File: config.mk
export PLATFORM = sky130hd
export DESIGN_NAME = ysyx_041461_if_stage
export DESIGN_NICKNAME = d
export VERILOG_FILES = /design/src/rtl/ysyx_041461_if_stage_pkg.sv /design/src/rtl/ysyx_041461_if_outbuf.sv /design/src/rtl/ysyx_041461_if_stage.sv
export SDC_FILE = /design/constraint.sdc
export NUM_CORES = 1
export LEC_CHECK = 0
export BUFFER_PORTS_ARGS = -buffer_cell sky130_fd_sc_hd__buf_2
export CAP_MARGIN = 5
export CORE_ASPECT_RATIO = 0.6
export CORE_MARGIN = 2
export CORE_UTILIZATION = 54
export CTS_BUF_LIST = sky130_fd_sc_hd__clkbuf_16
export DETAILED_ROUTE_END_ITERATION = 6
export PLACE_DENSITY = 0.87
export SYNTH_ARGS = -nofsm -noshare
export SYNTH_HDL_FRONTEND = slang
export SYNTH_SLANG_ARGS = --single-unit
File: constraint.sdc
create_clock -name clk -period 3.9 [get_ports clk]
set_input_delay 0.39 -clock clk [delete_from_list [all_inputs] [get_ports clk]]
set_output_delay 0.39 -clock clk [all_outputs]
set_load 0.01 [all_outputs]
File: src/rtl/ysyx_041461_if_stage_pkg.sv
// Shared definitions for the instruction-fetch stage: trap codes, FSM state
// encodings and small helpers used by the stage and its holding buffer.
// No logic lives here; everything is constants, types and pure functions.
package ysyx_041461_if_stage_pkg;

    localparam int unsigned TRAP_W = 4;
    localparam int unsigned INST_W = 32;

    // Trap codes carried alongside each fetched instruction.
    localparam logic [TRAP_W-1:0] TRAP_NOP               = 4'd0;
    localparam logic [TRAP_W-1:0] TRAP_INST_MISALIGN     = 4'd1;
    localparam logic [TRAP_W-1:0] TRAP_INST_ACCESS_FAULT = 4'd2;

    // Fetch FSM states.
    //   IF_REQ   : present a request for pc (or flag a misaligned pc)
    //   IF_WAIT  : one request outstanding, waiting for its response
    //   IF_DRAIN : an orphaned request is outstanding after a redirect
    //   IF_STOP  : a fetch trap was raised; idle until redirected
    typedef enum logic [1:0] {
        IF_REQ   = 2'd0,
        IF_WAIT  = 2'd1,
        IF_DRAIN = 2'd2,
        IF_STOP  = 2'd3
    } if_state_e;

    // Instructions are 32-bit aligned; any set low bit is a misaligned fetch.
    function automatic logic pc_misaligned(input logic [1:0] pc_lo);
        return pc_lo != 2'b00;
    endfunction

endpackage

File: src/rtl/ysyx_041461_if_outbuf.sv
// One-entry holding register between fetch and the ID pipeline register.
// Latency: entry visible the cycle after load; consumed at any edge with consume=1.
// Backpressure: entry holds while consume=0; flush invalidates regardless of consume.
module ysyx_041461_if_outbuf
    import ysyx_041461_if_stage_pkg::*;
#(
    parameter int unsigned          ADDR_W   = 64,
    parameter logic [ADDR_W-1:0]    RESET_PC = 64'h0000_0000_8000_0000
) (
    input  logic                clk,
    input  logic                rst,
    input  logic                load_vld,
    input  logic [TRAP_W-1:0]   load_trap,
    input  logic [INST_W-1:0]   load_inst,
    input  logic [ADDR_W-1:0]   load_pc,
    input  logic                consume,
    input  logic                flush,
    output logic                out_vld,
    output logic [TRAP_W-1:0]   out_trap,
    output logic [INST_W-1:0]   out_inst,
    output logic [ADDR_W-1:0]   out_pc
);

    logic                valid_q, valid_d;
    logic [TRAP_W-1:0]   trap_q,  trap_d;
    logic [INST_W-1:0]   inst_q,  inst_d;
    logic [ADDR_W-1:0]   pc_q,    pc_d;

    // Entry update: flush beats load, load beats consume. A load in the same
    // cycle as a consume refills the entry, so valid stays high. Payload fields
    // are left alone on consume/flush; only valid qualifies them downstream.
    always_comb begin
        valid_d = valid_q;
        trap_d  = trap_q;
        inst_d  = inst_q;
        pc_d    = pc_q;
        if (flush) begin
            valid_d = 1'b0;
        end else if (load_vld) begin
            valid_d = 1'b1;
            trap_d  = load_trap;
            inst_d  = load_inst;
            pc_d    = load_pc;
        end else if (consume) begin
            valid_d = 1'b0;
        end
    end

    // Entry storage with asynchronous reset to an empty, trap-free entry.
    always_ff @(posedge clk or negedge rst) begin
        if (!rst) begin
            valid_q <= 1'b0;
            trap_q  <= TRAP_NOP;
            inst_q  <= '0;
            pc_q    <= RESET_PC;
        end else begin
            valid_q <= valid_d;
            trap_q  <= trap_d;
            inst_q  <= inst_d;
            pc_q    <= pc_d;
        end
    end

    assign out_vld  = valid_q;
    assign out_trap = trap_q;
    assign out_inst = inst_q;
    assign out_pc   = pc_q;

endmodule

File: src/rtl/ysyx_041461_if_stage.sv
// Instruction fetch: PC generation, single-outstanding imem requests, IF->ID handoff.
// Latency: request -> response (>=1 cycle) -> entry presented the following cycle; best 1 inst / 2 cycles.
// Backpressure: new requests issue only when the output entry is free or being consumed (id_ready).
module ysyx_041461_if_stage
    import ysyx_041461_if_stage_pkg::*;
#(
    parameter int unsigned          ADDR_W   = 64,
    parameter logic [ADDR_W-1:0]    RESET_PC = 64'h0000_0000_8000_0000
) (
    input  logic                clk,
    input  logic                rst,
    input  logic                id_ready,
    input  logic                redirect_valid,
    input  logic [ADDR_W-1:0]   redirect_pc,
    output logic                imem_req_valid,
    input  logic                imem_req_ready,
    output logic [ADDR_W-1:0]   imem_req_addr,
    input  logic                imem_resp_valid,
    input  logic [INST_W-1:0]   imem_resp_data,
    input  logic                imem_resp_err,
    output logic                if_valid_out,
    output logic [TRAP_W-1:0]   if_trap_out,
    output logic [INST_W-1:0]   if_inst_out,
    output logic [ADDR_W-1:0]   if_pc_out
);

    if_state_e           state_q, state_d;
    logic [ADDR_W-1:0]   pc_q,    pc_d;

    logic                buf_free;
    logic                pc_misalign;
    logic                req_fire;
    logic                req_pending_after;
    logic                buf_load;
    logic [TRAP_W-1:0]   load_trap;
    logic [INST_W-1:0]   load_inst;

    // The entry can accept new data if it is empty or leaves this cycle.
    assign buf_free    = !if_valid_out || id_ready;
    assign pc_misalign = pc_misaligned(pc_q[1:0]);
    assign req_fire    = imem_req_valid && imem_req_ready;

    // A request stays in flight past this cycle if we were waiting and nothing
    // came back, or a new request was just accepted.
    assign req_pending_after =
        ((state_q == IF_WAIT)  && !imem_resp_valid) ||
        ((state_q == IF_DRAIN) && !imem_resp_valid) ||
        ((state_q == IF_REQ)   && req_fire);

    // State and PC registers.
    always_ff @(posedge clk or negedge rst) begin
        if (!rst) begin
            state_q <= IF_REQ;
            pc_q    <= RESET_PC;
        end else begin
            state_q <= state_d;
            pc_q    <= pc_d;
        end
    end

    // Next state and next PC; a redirect overrides everything else and either
    // drains an orphaned request or restarts fetch immediately.
    always_comb begin
        state_d = state_q;
        pc_d    = pc_q;
        if (redirect_valid) begin
            pc_d    = redirect_pc;
            state_d = req_pending_after ? IF_DRAIN : IF_REQ;
        end else begin
            case (state_q)
                IF_REQ: begin
                    if (pc_misalign) begin
                        if (buf_free) begin
                            state_d = IF_STOP;
                        end
                    end else if (req_fire) begin
                        state_d = IF_WAIT;
                    end
                end
                IF_WAIT: begin
                    if (imem_resp_valid) begin
                        if (imem_resp_err) begin
                            state_d = IF_STOP;
                        end else begin
                            pc_d    = pc_q + ADDR_W'(4);
                            state_d = IF_REQ;
                        end
                    end
                end
                IF_DRAIN: begin
                    if (imem_resp_valid) begin
                        state_d = IF_REQ;
                    end
                end
                IF_STOP: begin
                    state_d = IF_STOP;
                end
                default: begin
                    state_d = IF_REQ;
                end
            endcase
        end
    end

    // Outputs: request handshake and the buffer write. The request is held low
    // while reset is asserted so nothing escapes before the FSM is running;
    // a redirect cycle never writes the buffer (any response is dropped).
    always_comb begin
        imem_req_valid = rst && (state_q == IF_REQ) && !pc_misalign && buf_free;
        buf_load       = 1'b0;
        load_trap      = TRAP_NOP;
        load_inst      = '0;
        if (!redirect_valid) begin
            case (state_q)
                IF_REQ: begin
                    if (pc_misalign && buf_free) begin
                        buf_load  = 1'b1;
                        load_trap = TRAP_INST_MISALIGN;
                    end
                end
                IF_WAIT: begin
                    if (imem_resp_valid) begin
                        buf_load  = 1'b1;
                        load_trap = imem_resp_err ? TRAP_INST_ACCESS_FAULT : TRAP_NOP;
                        load_inst = imem_resp_data;
                    end
                end
                default: begin
                    buf_load = 1'b0;
                end
            endcase
        end
    end

    assign imem_req_addr = pc_q;

    ysyx_041461_if_outbuf #(
        .ADDR_W   (ADDR_W),
        .RESET_PC (RESET_PC)
    ) u_outbuf (
        .clk       (clk),
        .rst       (rst),
        .load_vld  (buf_load),
        .load_trap (load_trap),
        .load_inst (load_inst),
        .load_pc   (pc_q),
        .consume   (id_ready),
        .flush     (redirect_valid),
        .out_vld   (if_valid_out),
        .out_trap  (if_trap_out),
        .out_inst  (if_inst_out),
        .out_pc    (if_pc_out)
    );

endmodule

==> results of run 1 <==
==> synthesized netlist by cell type, types with 3 or more instances <==
cell type / number
a21oi_1: 5
a31oi_1: 18
and3_1: 5
and4_1: 6
buf_2: 4
clkbuf_1: 39
dfrtp_1: 163
inv_1: 12
mux2_2: 62
nand2_1: 142
nand3_1: 20
nand4_1: 23
nor2_1: 36
nor3_1: 10
nor4_1: 20
o21ai_0: 91
o31ai_1: 5
or3_1: 14
or4_1: 5
or4_2: 3
or4_4: 4
xnor2_1: 30
xor2_1: 13
==> report_power, final <==
part           switching (uW)  internal (uW)
clock                     743            834
sequential                308           2160
combinational             762            692
total                    1810           3680
==> path summary, 6_finish.rpt <==
path	to	slack (ns)
worst max-delay path	imem_req_addr[53]	0.72
worst min-delay path	imem_req_addr[10]	0.18
worst max register to register	imem_req_addr[53]	0.72
worst min register to register	u_outbuf.out_inst[11]	0.48
max in group asynchronous	imem_req_addr[21]	2.21
min in group asynchronous	u_outbuf.out_inst[29]	0.40
==> state kept, by name, indices dropped and copies added (netlist names) <==
| name | count |
|---|---|
| u_outbuf.out_trap | 2 |
| imem_req_addr | 64 |
| state_q | 2 |
| u_outbuf.out_vld | 1 |
| u_outbuf.out_inst | 32 |
| u_outbuf.out_pc | 64 |
==> area by class of cell <==
class / count / area (um^2)
flip-flops and latches: 165 / 4130
fillers: 1098 / 4040
inverters: 12 / 45.0
clock buffers: 17 / 425
clock inverters: 15 / 124
diodes: 1 / 2.50
multi-input cells: 539 / 3320
repair buffers: 275 / 1420
well taps: 192 / 240
==> worst reg2reg max path: stages (launching register included) <==
cell and delay, ns:
dfrtp_1 0.47, nand4bb_1 0.61, or3_1 0.72, or4_1 0.69, or4_1 0.44, a31oi_1 0.17
==> through the flow <==
| step | util | instances | hold WS, ns |
|---|---|---|---|
| floorplan | - | 763 | 0.0944 |
| global placement | 0.665 | 1182 | 0.284 |
| detailed placement | 0.665 | 1182 | 0.282 |
| CTS | 0.706 | 1215 | 0.167 |
| global route | 0.706 | 1215 | 0.169 |
| finish | 0.706 | 1216 | 0.176 |
==> routing by layer <==
metal / up-vias / track usage / routed length (um)
met5: - / 0 / 0
met4: 0 / 0.0727 / 297
met3: 29 / 0.0869 / 2050
met2: 332 / 0.450 / 10000
met1: 3311 / 0.419 / 9870
li1: 3184 / - / -
==> cells by family after synthesis <==
logic type,after synthesis,share of synthesized area
and+or+nand+nor,304,0.196
DFF,165,0.538
AOI/OAI and AO/OA,126,0.0901
muxes,63,0.0923
buffers and inverters,59,0.0324
xor gates and xnor gates,43,0.0491
adders and majority gates,1,0.00163
other,1,0.000489
==> metrics, run 1 <==
WHS Path Cells 3; initial antenna violation count 1; most used cell, CP or4_1; global-route wire length before repair 34.3 mm; largest net degree at the start of global routing 90; reg2reg path depth 5; post-synth design cell area 7680 um^2; Setup violations, final 0; Area Growth Syn to Fin 26.5%; total iterations of the first detailed-routing run 5; Hold Path Class input port to flip-flop; Reg-to-Reg Start state_q[1]; Total GRT Usage 0.295; startpoint types flip-flop; status completed; CTS tree done; Die H 96.4 um; EDFF count, synth 0; Cells after Synth 762; CP Cell Sequence nand4bb_1, or3_1, or4_1, or4_1, a31oi_1; Final GP Congestion 0.927; commonest non-fill, non-tap cell in the layout buf_2; Tcrit/Tclk final 0.815; die area 15,200 um^2; clock skew 0.00910 ns; commonest cells after routing, fill and taps aside buf_2, dfrtp_1, nand2_1; Leakage 0.00446 uW; Rows 33; Slew Limit Headroom 0.347; share of the synthesized area in the top cell type 0.531; critical path class flip-flop to flip-flop; post-route cell area 9710 um^2; DRC 0; CTS sink count 165; Fin. Hold Viols 0; crit-path leading delay family simple AND/OR/NAND/NOR gates; CTS root buffer clkbuf_16; peak supply drop 0.372 mV; Critical Path RT 4.24 ns; vias in the first global route 6,429; area leader, netlist dfrtp_1; routed len/inst 18.3 um; CP max stage delay 0.72 ns; RSZ-0062 raised after global routing no; DP HPWL 16.3 mm; post-layout min period 3.18 ns; crit path DAT 3.52 ns; Seq/Total Area, Yosys 0.538; DP Worst Slack 0.779 ns; Final nets 1,114; CP endpoint kind flip-flop; setup ws final 0.720 ns; H-tree levels 4; Clock transition at path regs 0.07 ns; Syn Area/Cell 10.1 um^2; ranking of synthesized cells by area dfrtp_1, mux2_2, nand2_1; I/O pin cnt 269; DRT Wirelength 22.2 mm; f_max 314 MHz; share of layout cells above drive strength 1 0.374; #FFs+latches synth 165; hold_buf cts 1; Final ANT Viol Nets 0; Synth Warn # 0; Total Power 5500 uW; Worst-Skew Late Latency 0.42 ns; grt ovf 0; FFs w/ async S/R, synth 1.00; hold_sp redirect_pc[10]; via count 6,856; WP buf/inv 0; critical path's slowest cell or3_1; Die Width 158 um; Max Root-Sink Buffers 2; worst-path fanout max 11; Via density 5.64; Main synth FF type dfrtp_1; Worst Tran Pin Value 0.980 ns; IO buf count 266; effective utilization at floorplan 0.558; placed inst area 9150 um^2; Initial DRC Count 475; CP Depth 5; Post-CTS Setup Inserts 0; Slew Limit Fails 0; CP Launch Point state_q[1]; Num CTS Buffers 17; Netlist cell types 47; post-cts gate resize count 0; Core Area 13,700 um^2; max cap viols 0; TNS Setup 0 ns; PD cells 566 nW/um^2
No activity file was read; power rests on OpenSTA's default activity.
==> run 2: changes to the inputs <==
- CORE_UTILIZATION: 54 -> 45
- PLACE_DENSITY: 0.87 -> 0.78
- clock period: 3.9 -> 2.55 ns (I/O delays scaled with it)
==> metrics, run 2 (synthesized netlist as in run 1, its figures left out) <==
RSZ-0062 raised after global routing no (unchanged); PD cells 852 nW/um^2 (was 566 nW/um^2); DP HPWL 17.1 mm (was 16.3 mm); status completed (unchanged); fillers 1,398 (was 1,098); max cap viols 0 (unchanged); critical path's slowest cell or4_4 (was or3_1); post-layout min period 2.44 ns (was 3.18 ns); share of layout cells above drive strength 1 0.405 (was 0.374); most used cell, CP or4_4 (was or4_1); f_max 410 MHz (was 314 MHz); Area Growth Syn to Fin 33.1% (was 26.5%); Final GP Congestion 0.874 (was 0.927); DRT Wirelength 23.1 mm (was 22.2 mm); effective utilization at floorplan 0.467 (was 0.558); final std cells w/o fill 1,298 (was 1,216); DRC 0 (unchanged); crit path DAT 2.78 ns (was 3.52 ns); IO buf count 266 (unchanged); Critical Path RT 2.89 ns (was 4.24 ns); initial antenna violation count 3 (was 1); Clk network pwr share 0.304 (was 0.287); commonest non-fill, non-tap cell in the layout buf_2 (unchanged); Clock transition at path regs 0.07 ns (about the same); CP Cell Sequence nand4_2, or4_4, or4_4, or3_1, a31oi_1 (was nand4bb_1, or3_1, or4_1, or4_1, a31oi_1); CP endpoint kind flip-flop (unchanged); Hold Path Class input port to flip-flop (unchanged); global-route wire length before repair 37.0 mm (was 34.3 mm); Leakage 0.00472 uW (was 0.00446 uW); Via density 5.39 (was 5.64); I/O pin cnt 269 (unchanged); Rows 36 (was 33); Initial DRC Count 561 (was 475); Final nets 1,159 (was 1,114); net switching power figure 2730 uW (was 1810 uW); via count 6,990 (was 6,856); Slew Limit Fails 0 (unchanged); Max Root-Sink Buffers 2 (unchanged); Core Area 16,400 um^2 (was 13,700 um^2); Tcrit/Tclk final 0.956 (was 0.815); Die H 105 um (was 96.4 um); Slew Limit Headroom 0.565 (was 0.347); Sw Ratio 0.314 (was 0.330); peak supply drop 0.520 mV (was 0.372 mV); die area 18,200 um^2 (was 15,200 um^2); routed len/inst 17.8 um (was 18.3 um); Num CTS Buffers 17 (unchanged); Die Width 173 um (was 158 um); vias in the first global route 6,814 (was 6,429); Logic pwr share 0.270 (was 0.265); TNS Setup 0 ns (unchanged); Total GRT Usage 0.259 (was 0.295); CTS tree done (unchanged); commonest cells after routing, fill and taps aside buf_2, dfrtp_1, nand2_1 (unchanged); H-tree levels 4 (unchanged); WP buf/inv 0 (unchanged); startpoint types flip-flop (unchanged); Final ANT Viol Nets 0 (unchanged); clock skew 0.0128 ns (was 0.00910 ns); Worst Tran Pin Value 0.652 ns (was 0.980 ns); Post-CTS Setup Inserts 0 (unchanged); Flop pwr share 0.426 (was 0.448); internal power 5980 uW (was 3680 uW); total iterations of the first detailed-routing run 5 (unchanged); grt ovf 0 (unchanged); critical path class flip-flop to flip-flop (unchanged); CTS sink count 165 (unchanged); final core occ 0.621 (was 0.706); CTS root buffer clkbuf_16 (unchanged); Setup violations, final 0 (unchanged); crit-path leading delay family simple AND/OR/NAND/NOR gates (unchanged); CP max stage delay 0.62 ns (was 0.72 ns); Worst-Skew Late Latency 0.43 ns (was 0.42 ns); worst-path fanout max 10 (was 11); Fin. Hold Viols 0 (unchanged); largest net degree at the start of global routing 88 (was 90); Cells after DPL 1,263 (was 1,182)
[run 2: cell count changes in the layout (fill, tap and decap cells not counted), sizes merged]
cell,previous run,this run
buf,274,319
inv,20,16
clkinv,7,6
diode,1,2
bufinv,0,3
clkinvlp,0,2
[run 2: final cells by class]
type | count | area [um^2] | share of cell area
Sequential cell | 165 | 4130 | 0.404
Multi-Input combinational cell | 539 | 3350 | 0.328
Antenna cell | 2 | 5.00 | 0.000490
Tap cell | 228 | 285 | 0.0279
Inverter | 12 | 45.0 | 0.00441
Clock inverter | 15 | 178 | 0.0174
Timing Repair Buffer | 320 | 1800 | 0.176
Clock buffer | 17 | 425 | 0.0416
[run 2: repair_timing]
action	in CTS	in global routing
hold buffers	1	0
hold endpoints to repair	27	0
endpoints found under the setup margin	0	9
resized for setup	0	4
[run 2: per-layer routing]
layer | wire length (um) | track usage
met1 | 10600 | 0.373
met5 | 13 | 0
met3 | 2100 | 0.0768
met4 | 201 | 0.0525
met2 | 10200 | 0.388
[run 2: worst paths after layout]
check | cells past startpoint | slack (ns) | to | from
min reg2reg | 2 | 0.48 | u_outbuf.out_inst[29] | u_outbuf.out_inst[29]
max in group asynchronous | 3 | 1.48 | u_outbuf.out_pc[30] | rst
min | 3 | 0.04 | imem_req_addr[12] | redirect_pc[12]
max | 5 | 0.11 | imem_req_addr[49] | imem_req_addr[9]
min in group asynchronous | 2 | 0.29 | u_outbuf.out_pc[48] | rst
max reg2reg | 5 | 0.11 | imem_req_addr[49] | imem_req_addr[9]
[run 2: worst min-delay path: stages]
cell	delay (ns)
buf_2	0.07
nand2_1	0.04
o21ai_0	0.06
[run 2: power groups by stage]
stage,Sequential [uW],Combinational [uW],Clock [uW]
6_report,3710,2350,2650
5_1_grt,3790,2580,2830
4_1_cts,3700,2380,2690
3_5_place_dp,3740,2370,0
3_3_place_gp,3700,2330,0
2_1_floorplan,4060,865,0
[run 2: through the flow]
stage          hold slack [ns]  total power [uW]  instance area [um^2]  worst slack, ns
2_1_floorplan          -0.0406              4920                  7690          0.00105
3_3_place_gp             0.170              6030                  9570           0.0957
5_1_grt                 0.0405              9200                 10200           0.0162
4_1_cts                 0.0271              8770                 10200          0.00227
6_report                0.0391              8710                 10200            0.112
3_5_place_dp             0.176              6110                  9570         0.000464
==> run 3: changes to the inputs <==
- clock period: 2.55 -> 1.99 ns (I/O delays scaled with it)
==> metrics, run 3 (synthesized netlist as in run 1, its figures left out) <==
grt ovf 0 (unchanged); internal power 7500 uW (was 5980 uW); worst-path fanout max 6 (was 10); Setup violations, final 22 (was 0); PD cells 966 nW/um^2 (was 852 nW/um^2); failing checks hold timing, setup timing; status complete, but fails checks (was completed); Clk network pwr share 0.280 (was 0.304); Final GP Congestion 0.853 (was 0.874); post-layout min period 2.37 ns (was 2.44 ns); Sw Ratio 0.333 (was 0.314); CP max stage delay 0.61 ns (was 0.62 ns); f_max 421 MHz (was 410 MHz); Leakage 0.00557 uW (was 0.00472 uW); most used cell, CP or4_4 (unchanged); commonest cells after routing, fill and taps aside buf_2, dfrtp_1, nand2_1 (unchanged); CP Cell Sequence nand4_4, or4_4, buf_6, or3_4, or4_4, a31oi_1 (was nand4_2, or4_4, or4_4, or3_1, a31oi_1); CTS root buffer clkbuf_16 (unchanged); Worst Tran Pin Value 0.606 ns (was 0.652 ns); clock skew 0.0113 ns (was 0.0128 ns); global-route wire length before repair 41.0 mm (was 37.0 mm); DRC 0 (unchanged); effective utilization at floorplan 0.467 (unchanged); crit-path leading delay family simple AND/OR/NAND/NOR gates (unchanged); Num CTS Buffers 17 (unchanged); largest net degree at the start of global routing 68 (was 88); Die Width 173 um (unchanged); startpoint types flip-flop (unchanged); final core occ 0.708 (was 0.621); net switching power figure 3750 uW (was 2730 uW); CTS tree done (unchanged); Min Hold Slack -0.0144 ns (was 0.0391 ns); Max Root-Sink Buffers 2 (unchanged); Final ANT Viol Nets 0 (unchanged); setup ws final -0.384 ns (was 0.112 ns); crit path DAT 2.70 ns (was 2.78 ns); critical path class flip-flop to flip-flop (unchanged); RSZ-0062 raised after global routing yes (was no); H-tree levels 4 (unchanged); Clock transition at path regs 0.07 ns (about the same); peak supply drop 0.685 mV (was 0.520 mV); Worst-Skew Late Latency 0.43 ns (about the same); Critical Path RT 2.31 ns (was 2.89 ns); Total GRT Usage 0.286 (was 0.259); DP HPWL 18.3 mm (was 17.1 mm); routed len/inst 18.2 um (was 17.8 um); share of layout cells above drive strength 1 0.486 (was 0.405); Slew Limit Headroom 0.596 (was 0.565); critical path's slowest cell or4_4 (unchanged); WP buf/inv 1 (was 0); Via density 5.38 (was 5.39); vias in the first global route 7,737 (was 6,814); max cap viols 0 (unchanged); Hold Path Class input port to flip-flop (unchanged); DRT Wirelength 25.9 mm (was 23.1 mm); Fin. Hold Viols 1 (was 0); Rows 36 (unchanged); Area Growth Syn to Fin 51.7% (was 33.1%); IO buf count 266 (unchanged); initial antenna violation count 2 (was 3); Tcrit/Tclk final 1.19 (was 0.956); total iterations of the first detailed-routing run 5 (unchanged); Die H 105 um (unchanged); TNS Setup -4.57 ns (was 0 ns); fillers 1,230 (was 1,398); Core Area 16,400 um^2 (unchanged); Flop pwr share 0.420 (was 0.426); Logic pwr share 0.300 (was 0.270); commonest non-fill, non-tap cell in the layout buf_2 (unchanged); CTS sink count 165 (unchanged); CP endpoint kind flip-flop (unchanged); I/O pin cnt 269 (unchanged); die area 18,200 um^2 (unchanged); Final nets 1,279 (was 1,159); Initial DRC Count 612 (was 561); via count 7,617 (was 6,990); Slew Limit Fails 0 (unchanged)
-- run 3: through the flow --
| step | hold WS (ns) | cells | area [um^2] | power [uW] | worst slack [ns] |
|---|---|---|---|---|---|
| after CTS | 0.000108 | 1409 | 11400 | 11200 | -0.343 |
| after detailed placement | 0.0546 | 1332 | 10200 | 8020 | -0.391 |
| after floorplan | -0.0966 | 763 | 7910 | 6330 | -0.528 |
| after global routing | 0.00258 | 1417 | 11600 | 11800 | -0.431 |
| final | -0.0144 | 1417 | 11600 | 11200 | -0.384 |
| after global placement | 0.0543 | 1332 | 10200 | 7900 | -0.355 |
-- run 3: cell type report --
class / instances / area [um^2] / area share
timing repair buffer: 439 / 2840 / 0.244
sequential: 165 / 4150 / 0.356
tap: 228 / 285 / 0.0245
clock inverter: 15 / 120 / 0.0103
antenna: 1 / 2.50 / 0.000215
clock buffer: 17 / 425 / 0.0365
inverter: 12 / 45.0 / 0.00387
multi-input combinational: 540 / 3780 / 0.325
-- run 3: per-layer routing --
| metal | global-route usage | share of wire | up-vias |
|---|---|---|---|
| met5 | 0 | 0.00043 | - |
| li1 | - | - | 3525 |
| met1 | 0.389 | 0.44 | 3692 |
| met3 | 0.0699 | 0.082 | 42 |
| met2 | 0.463 | 0.46 | 356 |
| met4 | 0.0672 | 0.013 | 2 |
-- run 3: path summary, 6_finish.rpt --
check                                      from                   end  slack (ns)  cells after the start
setup reg to reg               imem_req_addr[6]     imem_req_addr[45]       -0.38                      6
hold reg to reg            u_outbuf.out_inst[6]  u_outbuf.out_inst[6]        0.48                      2
hold / removal                  redirect_pc[22]     imem_req_addr[22]       -0.01                      3
min in group asynchronous                   rst    u_outbuf.out_pc[8]        0.18                      2
setup / recovery               imem_req_addr[6]     imem_req_addr[45]       -0.38                      6
max in group asynchronous                   rst      imem_req_addr[2]        0.93                      3
-- run 3: worst register-to-register path, delay by kind of cell (launching register included) --
family | cells | cell delay (ns)
buf+inv | 1 | 0.16
compound gates | 1 | 0.24
flops | 1 | 0.39
simple gates | 4 | 1.49
-- run 3: repair_timing --
item                       CTS  global route
setup endpoints to repair   29            48
cloned                       1             0
hold buffers                31             0
hold endpoints to repair   103             0
gates resized for setup     40            49
pin swaps                   25            35
buffers inserted            13             7
-- run 3: power groups by stage --
stage	Clock, uW	Combinational, uW	Sequential, uW
6_report	3150	3370	4730
5_1_grt	3330	3660	4840
4_1_cts	3170	3340	4710
3_5_place_dp	0	3270	4760
3_3_place_gp	0	3190	4710
2_1_floorplan	0	1120	5210
